[src/rtl/comp_pkg.sv]
// Shared definitions for the layer compositor: game-state encodings and default colour keys.
package comp_pkg;

  localparam logic [1:0] ST_PLAY = 2'b00;
  localparam logic [1:0] ST_WIN  = 2'b01;
  localparam logic [1:0] ST_OVER = 2'b10;

  typedef enum logic [1:0] {
    S_PLAY = ST_PLAY,
    S_WIN  = ST_WIN,
    S_OVER = ST_OVER
  } game_state_e;

  localparam logic [11:0] BLACK = 12'h000;
  localparam logic [11:0] WHITE = 12'hFFF;

endpackage

[src/rtl/comp_state_fsm.sv]
// Game-state FSM: PLAY/WIN/OVER with sticky pending events applied on frame_tick.
// With COMP_BLINK_EN defined, also runs the banner blink frame counter.
module comp_state_fsm
  import comp_pkg::*;
`ifdef COMP_BLINK_EN
#(
  parameter int BLINK_FRAMES = 30
)
`endif
(
  input  logic       clk,
  input  logic       reset,
  input  logic       frame_tick,
  input  logic       win_flag,
  input  logic       over_flag,
  input  logic       restart,
  output logic [1:0] game_state,
  output logic       blink_phase
);

  game_state_e state_q, state_n;
  logic        pend_win_q, pend_win_n;
  logic        pend_over_q, pend_over_n;

`ifdef COMP_BLINK_EN
  localparam int CNT_W = (BLINK_FRAMES > 1) ? $clog2(BLINK_FRAMES) : 1;

  logic [CNT_W-1:0] cnt_q, cnt_n;
  logic             phase_q, phase_n;
`endif

  always_ff @(posedge clk or posedge reset) begin
    if (reset) begin
      state_q     <= S_PLAY;
      pend_win_q  <= 1'b0;
      pend_over_q <= 1'b0;
`ifdef COMP_BLINK_EN
      cnt_q       <= '0;
      phase_q     <= 1'b1;
`endif
    end else begin
      state_q     <= state_n;
      pend_win_q  <= pend_win_n;
      pend_over_q <= pend_over_n;
`ifdef COMP_BLINK_EN
      cnt_q       <= cnt_n;
      phase_q     <= phase_n;
`endif
    end
  end

  always_comb begin
    state_n     = state_q;
    pend_win_n  = pend_win_q;
    pend_over_n = pend_over_q;
    if (restart) begin
      state_n     = S_PLAY;
      pend_win_n  = 1'b0;
      pend_over_n = 1'b0;
    end else if (frame_tick) begin
      // A flag arriving on the tick cycle itself still counts for this frame.
      if (state_q == S_PLAY) begin
        if (pend_over_q || over_flag)    state_n = S_OVER;
        else if (pend_win_q || win_flag) state_n = S_WIN;
      end
      pend_win_n  = 1'b0;
      pend_over_n = 1'b0;
    end else if (state_q == S_PLAY) begin
      pend_win_n  = pend_win_q  | win_flag;
      pend_over_n = pend_over_q | over_flag;
    end
  end

`ifdef COMP_BLINK_EN
  always_comb begin
    cnt_n   = cnt_q;
    phase_n = phase_q;
    if (state_n == S_PLAY) begin
      cnt_n   = '0;
      phase_n = 1'b1;
    end else if (frame_tick && state_q != S_PLAY) begin
      if (cnt_q == CNT_W'(BLINK_FRAMES - 1)) begin
        cnt_n   = '0;
        phase_n = ~phase_q;
      end else begin
        cnt_n = cnt_q + CNT_W'(1);
      end
    end
  end

  assign blink_phase = phase_q;
`else
  assign blink_phase = 1'b1;
`endif

  assign game_state = state_q;

endmodule

[src/rtl/layer_compositor.sv]
// N-layer pixel compositor with game-state banner overlay, 2-cycle latency, full throughput.
// Optional banner blinking is enabled by defining COMP_BLINK_EN.
module layer_compositor
  import comp_pkg::*;
#(
  parameter int                 NUM_LAYERS   = 4,
  parameter int                 COLOR_W      = 12,
  parameter logic [COLOR_W-1:0] TRANSP0      = COLOR_W'(BLACK),
  parameter logic [COLOR_W-1:0] TRANSP1      = COLOR_W'(WHITE),
  parameter int                 BLINK_FRAMES = 30
) (
  input  logic                          clk,
  input  logic                          reset,
  input  logic                          video_on,
  input  logic                          frame_tick,
  input  logic [NUM_LAYERS*COLOR_W-1:0] layers_in,
  input  logic [COLOR_W-1:0]            bg_in,
  input  logic [COLOR_W-1:0]            win_in,
  input  logic [COLOR_W-1:0]            over_in,
  input  logic                          win_flag,
  input  logic                          over_flag,
  input  logic                          restart,
  output logic [COLOR_W-1:0]            vga_out,
  output logic [1:0]                    game_state
);

  if (BLINK_FRAMES < 1) begin : g_bad_blink
    $error("BLINK_FRAMES must be at least 1");
  end

  logic [COLOR_W-1:0]    layer_p1 [NUM_LAYERS];
  logic [NUM_LAYERS-1:0] opaque_p1;
  logic [COLOR_W-1:0]    bg_p1, win_p1, over_p1;
  logic                  vid_p1;
  logic [COLOR_W-1:0]    sprite_px;
  logic [COLOR_W-1:0]    pix_p2;
  logic                  blink_phase;

  function automatic logic is_opaque(input logic [COLOR_W-1:0] px);
    return (px != TRANSP0) && (px != TRANSP1);
  endfunction

`ifdef COMP_BLINK_EN
  comp_state_fsm #(
    .BLINK_FRAMES (BLINK_FRAMES)
  ) u_fsm (
`else
  comp_state_fsm u_fsm (
`endif
    .clk         (clk),
    .reset       (reset),
    .frame_tick  (frame_tick),
    .win_flag    (win_flag),
    .over_flag   (over_flag),
    .restart     (restart),
    .game_state  (game_state),
    .blink_phase (blink_phase)
  );

  // Stage 1: register pixel inputs and per-layer opacity
  always_ff @(posedge clk or posedge reset) begin
    if (reset) begin
      for (int k = 0; k < NUM_LAYERS; k++) layer_p1[k] <= '0;
      opaque_p1 <= '0;
      bg_p1     <= '0;
      win_p1    <= '0;
      over_p1   <= '0;
      vid_p1    <= 1'b0;
    end else begin
      for (int k = 0; k < NUM_LAYERS; k++) begin
        layer_p1[k]  <= layers_in[k*COLOR_W +: COLOR_W];
        opaque_p1[k] <= is_opaque(layers_in[k*COLOR_W +: COLOR_W]);
      end
      bg_p1   <= bg_in;
      win_p1  <= win_in;
      over_p1 <= over_in;
      vid_p1  <= video_on;
    end
  end

  // Priority scan from the lowest-priority layer up, so layer 0 is assigned last and wins.
  always_comb begin
    sprite_px = bg_p1;
    for (int k = NUM_LAYERS - 1; k >= 0; k--) begin
      if (opaque_p1[k]) sprite_px = layer_p1[k];
    end
  end

  // Stage 2: select between blanking, banners and composited sprites
  always_comb begin
    pix_p2 = sprite_px;
    if (!vid_p1)                   pix_p2 = '0;
    else if (game_state == ST_OVER) pix_p2 = blink_phase ? over_p1 : bg_p1;
    else if (game_state == ST_WIN)  pix_p2 = blink_phase ? win_p1 : bg_p1;
  end

  always_ff @(posedge clk or posedge reset) begin
    if (reset) vga_out <= '0;
    else       vga_out <= pix_p2;
  end

endmodule

[config.mk]
export PLATFORM = sky130hd
export DESIGN_NAME = layer_compositor
export DESIGN_NICKNAME = d
export VERILOG_FILES = /design/src/rtl/comp_pkg.sv /design/src/rtl/comp_state_fsm.sv /design/src/rtl/layer_compositor.sv
export SDC_FILE = /design/constraint.sdc
export NUM_CORES = 1
export LEC_CHECK = 0
export ABC_AREA = 1
export CORE_MARGIN = 1
export CORE_UTILIZATION = 37
export CTS_BUF_LIST = sky130_fd_sc_hd__clkbuf_16
export DETAILED_ROUTE_END_ITERATION = 6
export PLACE_DENSITY = 0.65
export SETUP_SLACK_MARGIN = 0.15
export SKIP_LAST_GASP = 1
export SLEW_MARGIN = 20
export SYNTH_ARGS = -nofsm -noshare
export SYNTH_HDL_FRONTEND = slang
export SYNTH_SLANG_ARGS = --single-unit
[constraint.sdc]
create_clock -name clk -period 4.3 [get_ports clk]
set_input_delay 0.86 -clock clk [delete_from_list [all_inputs] [get_ports clk]]
set_output_delay 0.86 -clock clk [all_outputs]
set_load 0.01 [all_outputs]
# Word-level counts from Yosys, hierarchy flattened
# Index checks and enable logic that the tools add are counted.
word_totals:
  register_bits: 105
  wordCells: 55
  out_inout_bits: 14
op_classes:
  bitwise: 2
  n_mux: 18
  n_reduce_logical: 16
  n_eq_ne: 6
op_table:
  columns: ["cell", "count"]
  rows:
  - ["$mux 12", 7]
  - ["$ne 12x12->1 const B", 4]
  - ["$reduce_bool 12->1", 4]
  - ["$mux 2", 5]
  - ["$mux 1", 6]
  - ["$reduce_bool 3->1", 2]
  - ["$logic_and 1x1->1", 4]
  - ["$reduce_bool 2->1", 2]
  - ["$reduce_and 3->1", 1]
  - ["$eq 2x1->1 const B", 1]
  - ["$eq 2x2->1 const B", 1]
  - ["$logic_not 2->1", 1]
  - ["$logic_or 1x1->1", 2]
  - ["$or 1x1->1", 2]

# Depth between registers and ports, before layout
# Gate-level depths: netlist of run 1.
depth:
  ltp_word: 7
  ltp_mapped: 8
  depth_no_buf: 7

# Modules after synthesis
# From an unflattened synthesis of run 1, not the netlist that was laid out.
hier_totals:
  cells_unflattened: 432
  hier_area_um2: 4097.7
modules_own_cells:
  columns: ["mod", "seq_area_each_um2", "area_per_inst_um2", "n_inst", "cells_per_inst"]
  rows:
  - ["layer_compositor", 2527.4, 3880.0, 1, 402]
  - ["comp_state_fsm", 100.1, 217.7, 1, 30]

# Worst setup path after synthesis of run 1
# OpenSTA, ideal clock, no wires.
synth_path:
  path_type: "input-to-reg"
  start: "input port layers_in[22]"
  end: "register opaque_p1[1]"
  setup_time_ns: 0.113
  path_slack_ns: 2.817
  path_stages: 4
  arrival_time_ns: 1.370
  required_time_ns: 4.187
  cell_sequence: "nand4_1 or3_1 nand2_1 inv_1"
synth_via:
  elab_chain_len: 2
  elab_cells_between_ends: 3
  cone_classes: "1 x eq/ne; 2 x reduce/logical"
synth_rtl:
  columns: ["item", "line", "text"]
  rows:
  - ["start, declared", "layer_compositor.sv:16", "input logic [NUM_LAYERS*COLOR_W-1:0] layers_in,"]
  - ["$ne 12x12->1 or $reduce_bool 12->1 (tied branches)", "layer_compositor.sv:40", "return (px != TRANSP0) && (px != TRANSP1);"]
  - ["$logic_and 1x1->1 *", "layer_compositor.sv:40", null]
  - ["end signal, assigned by index", "layer_compositor.sv:72", "opaque_p1[k] <= is_opaque(layers_in[k*COLOR_W +: COLOR_W]);"]
  - ["end, declared", "layer_compositor.sv:32", "logic [NUM_LAYERS-1:0] opaque_p1;"]
# Every way passes the cells marked *; elsewhere a longest branch is shown, timed or not.
# A chain may end at the register's enable or synchronous reset.

# Final worst setup path of run 1
layout_path:
  start: "register u_fsm.state_q[0] (netlist: u_fsm.game_state[0])"
  end: "output port game_state[0]"
layout_lines:
  columns: ["item", "line", "text"]
  rows:
  - ["start, declared", "comp_state_fsm.sv:21", "game_state_e state_q, state_n;"]
  - ["start signal, assigned", "comp_state_fsm.sv:42", "state_q <= state_n;"]
  - ["end, declared", "layer_compositor.sv:24", "output logic [1:0] game_state"]
# No word-level cell between the ends.

==> metrics, run 1 <==
Post-Route WL=8562 um; CTS Buf Count=9; Tmin final=2.541 ns; Max-Slew Margin vs Limit=40.70%; Least-Margin Pin Slew=0.8894 ns; Power Density=387.0 nW/um2; top post-synthesis cells by count=dfrtp_1 (105), nand2_1 (63), nand3_1 (51); WP data arrival=1.68 ns; RePlAce Congestion=0.7987; grt total ovfl=0; Filler Cell Count=926; Row Count=37; Synth cell types=27; CP cell instances=clkdlybuf4s50_1; Min-Delay Path Class=reg2reg; Initial Util=38.03%; Residual DRC=0; Synth Register Bits=105; Setup crit start kind=flop; area of the mapped netlist=3926 um2; Top Usage Layer GRT=met2; Setup Skew=0.005437 ns; crit-path leading delay family=flip-flops; Final Cycle Share=59.10%; CTS resizes=0; Max Cap Viol=0; Post-synth EDFFs=0; Clock Pin Slew Worst Setup and Hold Paths=0.06 ns; post-layout util=51.48%; Synth area leader=dfrtp_1; dpl ws=1.913 ns; Worst setup EP type=output port; Initial DRC Count=126; CTS H-tree lvls=3; share of cells above drive strength 1=7.692%; register area share after synthesis=66.92%; Die Ht=105.0 um; met2 usage=27.63%; Setup Fix Bufs, Post-CTS=0; fin. max-slew vios=0; Synth area leaders=dfrtp_1 (67%), nand3_1 (6.5%), nand2_1 (6.0%), a21oi_2 (2.2%), inv_1 (2.1%); Top-Level Pins=105; crit-path max cell delay=0.70 ns; DP Area=5036 um2; most common cell in the netlist=dfrtp_1; CTS Buffer Depth=2; top-area cell type share of the netlist area=66.92%; CP max stage cell=dfrtp_1; post-synth net total=453; Die X=105.0 um; fmax=393.5 MHz; vias in the first global route=2,883; final hold violation count=0; ant diodes=0; GRT Util Overall=17.01%; area growth from synthesis to layout=35.37%; crit path from=u_fsm.game_state[0]$_DFFE_PP0P_; YS warnings=0; fin nets=555; setup TNS=0 ns; CTS tree=done; Syn Area/Cell=10.85 um2; critical path buffer and inverter count=1; design area=5315 um2; pin count of the biggest net entering global routing=79; Min Hold Slack=0.5449 ns; Port Buffers=104; via count=2,801; TritonRoute pass-1 iters=4; Max VDD drop=0.0002017 V; via-per-instance ratio=4.637; root buffer cell=clkbuf_16; Setup WS post-layout=1.759 ns; hold path start=over_p1[2]$_DFF_PP0_; CP required=3.44 ns; detailed placer's ending HPWL=6426 um; Routed wire per std cell=14.18 um; GR met1 Demand/Resource=22.58%; Setup violations, final=0; CTS Hold Buffers Added=0; RSZ-0062 raised after global routing=no; Async S/R FF share, synth=100.0%; Core ar.=10,320 um2; die area=11,030 um2; Syn Inst Count=362; CTS sink count=105; leakage power=2.282 nW; RR Startpoint=opaque_p1[3]$_DFF_PP0_; first-pass GRT wire length=14,080 um; Worst-Skew Late Latency=0.33 ns; outcome=complete, no violations; Routed Antenna Nets=0; critical path type=reg2out; main flop type after synthesis=dfrtp_1; antenna violations before repair=0; Critical Path Fanout Max=16; GR Layer Usage met3=3.182%
## final timing paths
path,to,slack [ns],depth (start not counted)
max in group asynchronous,layer_p1[27]$_DFF_PP0_,2.33,3
min in group asynchronous,bg_p1[4]$_DFF_PP0_,1.08,2
setup reg to reg,vga_out[8]$_DFF_PP0_,2.75,7
hold / removal,vga_out[2]$_DFF_PP0_,0.54,2
setup / recovery,game_state[0],1.76,1
hold reg to reg,vga_out[2]$_DFF_PP0_,0.54,2
## per-stage QoR
step	power, mW	instances
6_report	2.057	604
5_1_grt	2.152	604
4_1_cts	2.080	604
3_5_place_dp	1.320	589
3_3_place_gp	1.317	589
2_1_floorplan	1.174	362
## layout by cell type (no fill, tap or decap), types with 7 or more instances in the layout
cell / n
a21oi_2: 10
clkbuf_16: 9
clkdlybuf4s50_1: 104
clkinv_1: 10
dfrtp_1: 105
inv_1: 24
nand2_1: 63
nand3_1: 51
nand4_1: 11
nor2_1: 7
nor4_1: 12
o21ai_0: 13
o21ai_1: 12
or2_1: 7
## logic make-up (layout without fill, tap and decap cells)
kind of cell           count (synthesis)  count (layout)  share of synthesized area, %
and+or+nand+nor                      167             167                         20.71
DFF                                  105             105                         66.92
buffers and inverters                 50             156                         6.277
AOI/OAI and AO/OA                     40              40                         6.087
## sequential cells by signal, summed over array words and instances, names as in the netlist
signal             cells
u_fsm.pend_win_q       1
u_fsm.pend_over_q      1
layer_p1              48
vga_out               12
u_fsm.game_state       2
bg_p1                 12
opaque_p1              4
win_p1                12
over_p1               12
vid_p1                 1
## power by group
| part | internal, mW | switching [mW] |
|---|---|---|
| registers | 1.04 | 0.0233 |
| logic | 0.127 | 0.107 |
| clock network | 0.440 | 0.317 |
## routing by layer
| layer | up-vias | wire length (um) |
|---|---|---|
| met4 | 0 | 145 |
| met1 | 1324 | 3908 |
| met2 | 69 | 4136 |
| met5 | - | 0 |
| met3 | 11 | 371 |
| li1 | 1397 | - |
## area by class of cell
class	count	area (um2)	share of cell area [%]
sequential	105	2628	49.44
clock inverter	6	53.80	1.012
inverter	36	137.6	2.589
multi-input combinational	207	1052	19.80
tap	136	170.2	3.202
clock buffer	9	225.2	4.237
timing repair buffer	105	1049	19.73
No activity file was read; power rests on OpenSTA's default activity.
==> run 2: changes to the inputs <==
==> constraint.sdc (replaced) <==
create_clock -name clk -period 2.4 [get_ports clk]
set_input_delay 0.48 -clock clk [delete_from_list [all_inputs] [get_ports clk]]
set_output_delay 0.48 -clock clk [all_outputs]
set_load 0.01 [all_outputs]
==> run 2 against run 1 <==
Against the previous run:
- sequential power is 78% higher
- critical path depth stayed put
- design area increased by 0.73%
- largest power group unchanged
- highest routed layer unchanged
==> metrics, run 2 (synthesis gave the netlist of run 1 again) <==
vias in the first global route=2,852; via count=2,794; WP data arrival=1.35 ns; Critical Path Fanout Max=4; CP required=1.92 ns; CTS Buf Count=9; setup TNS=0 ns; R2R cell count=7; RR Startpoint=opaque_p1[3]$_DFF_PP0_; Setup Skew=0.005556 ns; Top-Level Pins=105; Least-Margin Pin Slew=0.6544 ns; Int Pwr=2.906 mW; Initial DRC Count=103; RSZ-0062 raised after global routing=no; post-layout util=51.86%; hold path start=over_p1[9]$_DFF_PP0_; Setup WS post-layout=0.5745 ns; total power=3.745 mW; Worst setup EP type=output port; CTS Hold Buffers Added=0; via-per-instance ratio=4.611; switching power share of the total=22.40%; fmax=547.8 MHz; critical path buffer and inverter count=1; Clock Pin Slew Worst Setup and Hold Paths=0.07 ns; ant diodes=0; die area=11,030 um2; Final Cycle Share=76.06%; Max Cap Viol=0; grt total ovfl=0; Setup Fix Bufs, Post-CTS=0; commonest non-fill, non-tap cell in the layout=dfrtp_1; Initial Util=38.03%; detailed placer's ending HPWL=6415 um; hold path cells=2; Min Hold Slack=0.5237 ns; crit-path leading delay family=buffers and inverters; antenna violations before repair=0; most frequent cells in the layout=dfrtp_1 (105), clkdlybuf4s50_1 (104), nand2_1 (63); Setup violations, final=0; fin. max-slew vios=0; dpl ws=0.6816 ns; CP max stage cell=clkdlybuf4s50_1; Clock power frac=37.8%; largest reg by FF count=layer_p1; max FFs per register=48; Routed wire per std cell=14.23 um; Tmin final=1.826 ns; part of the power in combinational logic=11.5%; CTS sink count=105; Row Count=37; crit-path max cell delay=0.57 ns; Power Density=699.4 nW/um2; pin count of the biggest net entering global routing=106; Post-Route WL=8624 um; first-pass GRT wire length=14,200 um; critical path type=reg2out; Switch Pwr=838.7 uW; Min-Delay Path Class=reg2reg; stages on the worst setup path=1; GRT Util Overall=16.96%; Reg power frac=50.8%; root buffer cell=clkbuf_16; crit path from=u_fsm.game_state[1]$_DFFE_PP0P_; RePlAce Congestion=0.7898; Core ar.=10,320 um2; Port Buffers=104; Routed Antenna Nets=0; share of cells above drive strength 1=8.298%; TritonRoute pass-1 iters=6; Die X=105.0 um; CTS Buffer Depth=2; Residual DRC=0; outcome=complete, no violations; CTS tree=done; CTS resizes=0; fin nets=556; Worst-Skew Late Latency=0.33 ns; leakage power=2.288 nW; final hold violation count=0; Die Ht=105.0 um; Setup crit start kind=flop; area growth from synthesis to layout=36.36%; Max-Slew Margin vs Limit=56.33%; CTS H-tree lvls=3; CP cell instances=clkdlybuf4s50_1; Max VDD drop=0.0003375 V
[run 2: final cells by class]
| cell class | instances | area, um2 |
|---|---|---|
| inverters | 36 | 138.9 |
| fillers | 918 | 4970 |
| repair buffers | 106 | 1069 |
| well taps | 136 | 170.2 |
| multi-input cells | 207 | 1052 |
| clock buffers | 9 | 225.2 |
| flip-flops and latches | 105 | 2628 |
| clock inverters | 7 | 71.32 |
[run 2: power groups by stage]
stage / logic, mW / clock network, mW / registers (mW)
floorplan: 0.167 / 0 / 1.94
finish: 0.430 / 1.41 / 1.90
global placement: 0.430 / 0 / 1.93
CTS: 0.438 / 1.46 / 1.90
global route: 0.476 / 1.53 / 1.91
detailed placement: 0.436 / 0 / 1.93
[run 2: path summary, 6_finish.rpt]
path / end / slack (ns)
worst max-delay path: game_state[1] / 0.57
worst min-delay path: vga_out[9]$_DFF_PP0_ / 0.52
worst max register to register: vga_out[5]$_DFF_PP0_ / 0.88
worst min register to register: vga_out[9]$_DFF_PP0_ / 0.52
max in group asynchronous: layer_p1[17]$_DFF_PP0_ / 1.32
min in group asynchronous: bg_p1[4]$_DFF_PP0_ / 0.62
[run 2: layer usage]
layer / share of wire [%] / track usage [%] / vias to the layer above
li1: - / - / 1407
met1: 46 / 22.17 / 1318
met2: 50 / 28.24 / 64
met3: 3.7 / 3.743 / 5
met4: 0.74 / 5.131 / 0
met5: 0 / 0 / -
[run 2: metrics by stage]
stage                     area [um2]  cells
after floorplan                 3930    362
after global placement          5057    590
after detailed placement        5057    590
after CTS                       5354    606
after global routing            5354    606
final                           5354    606
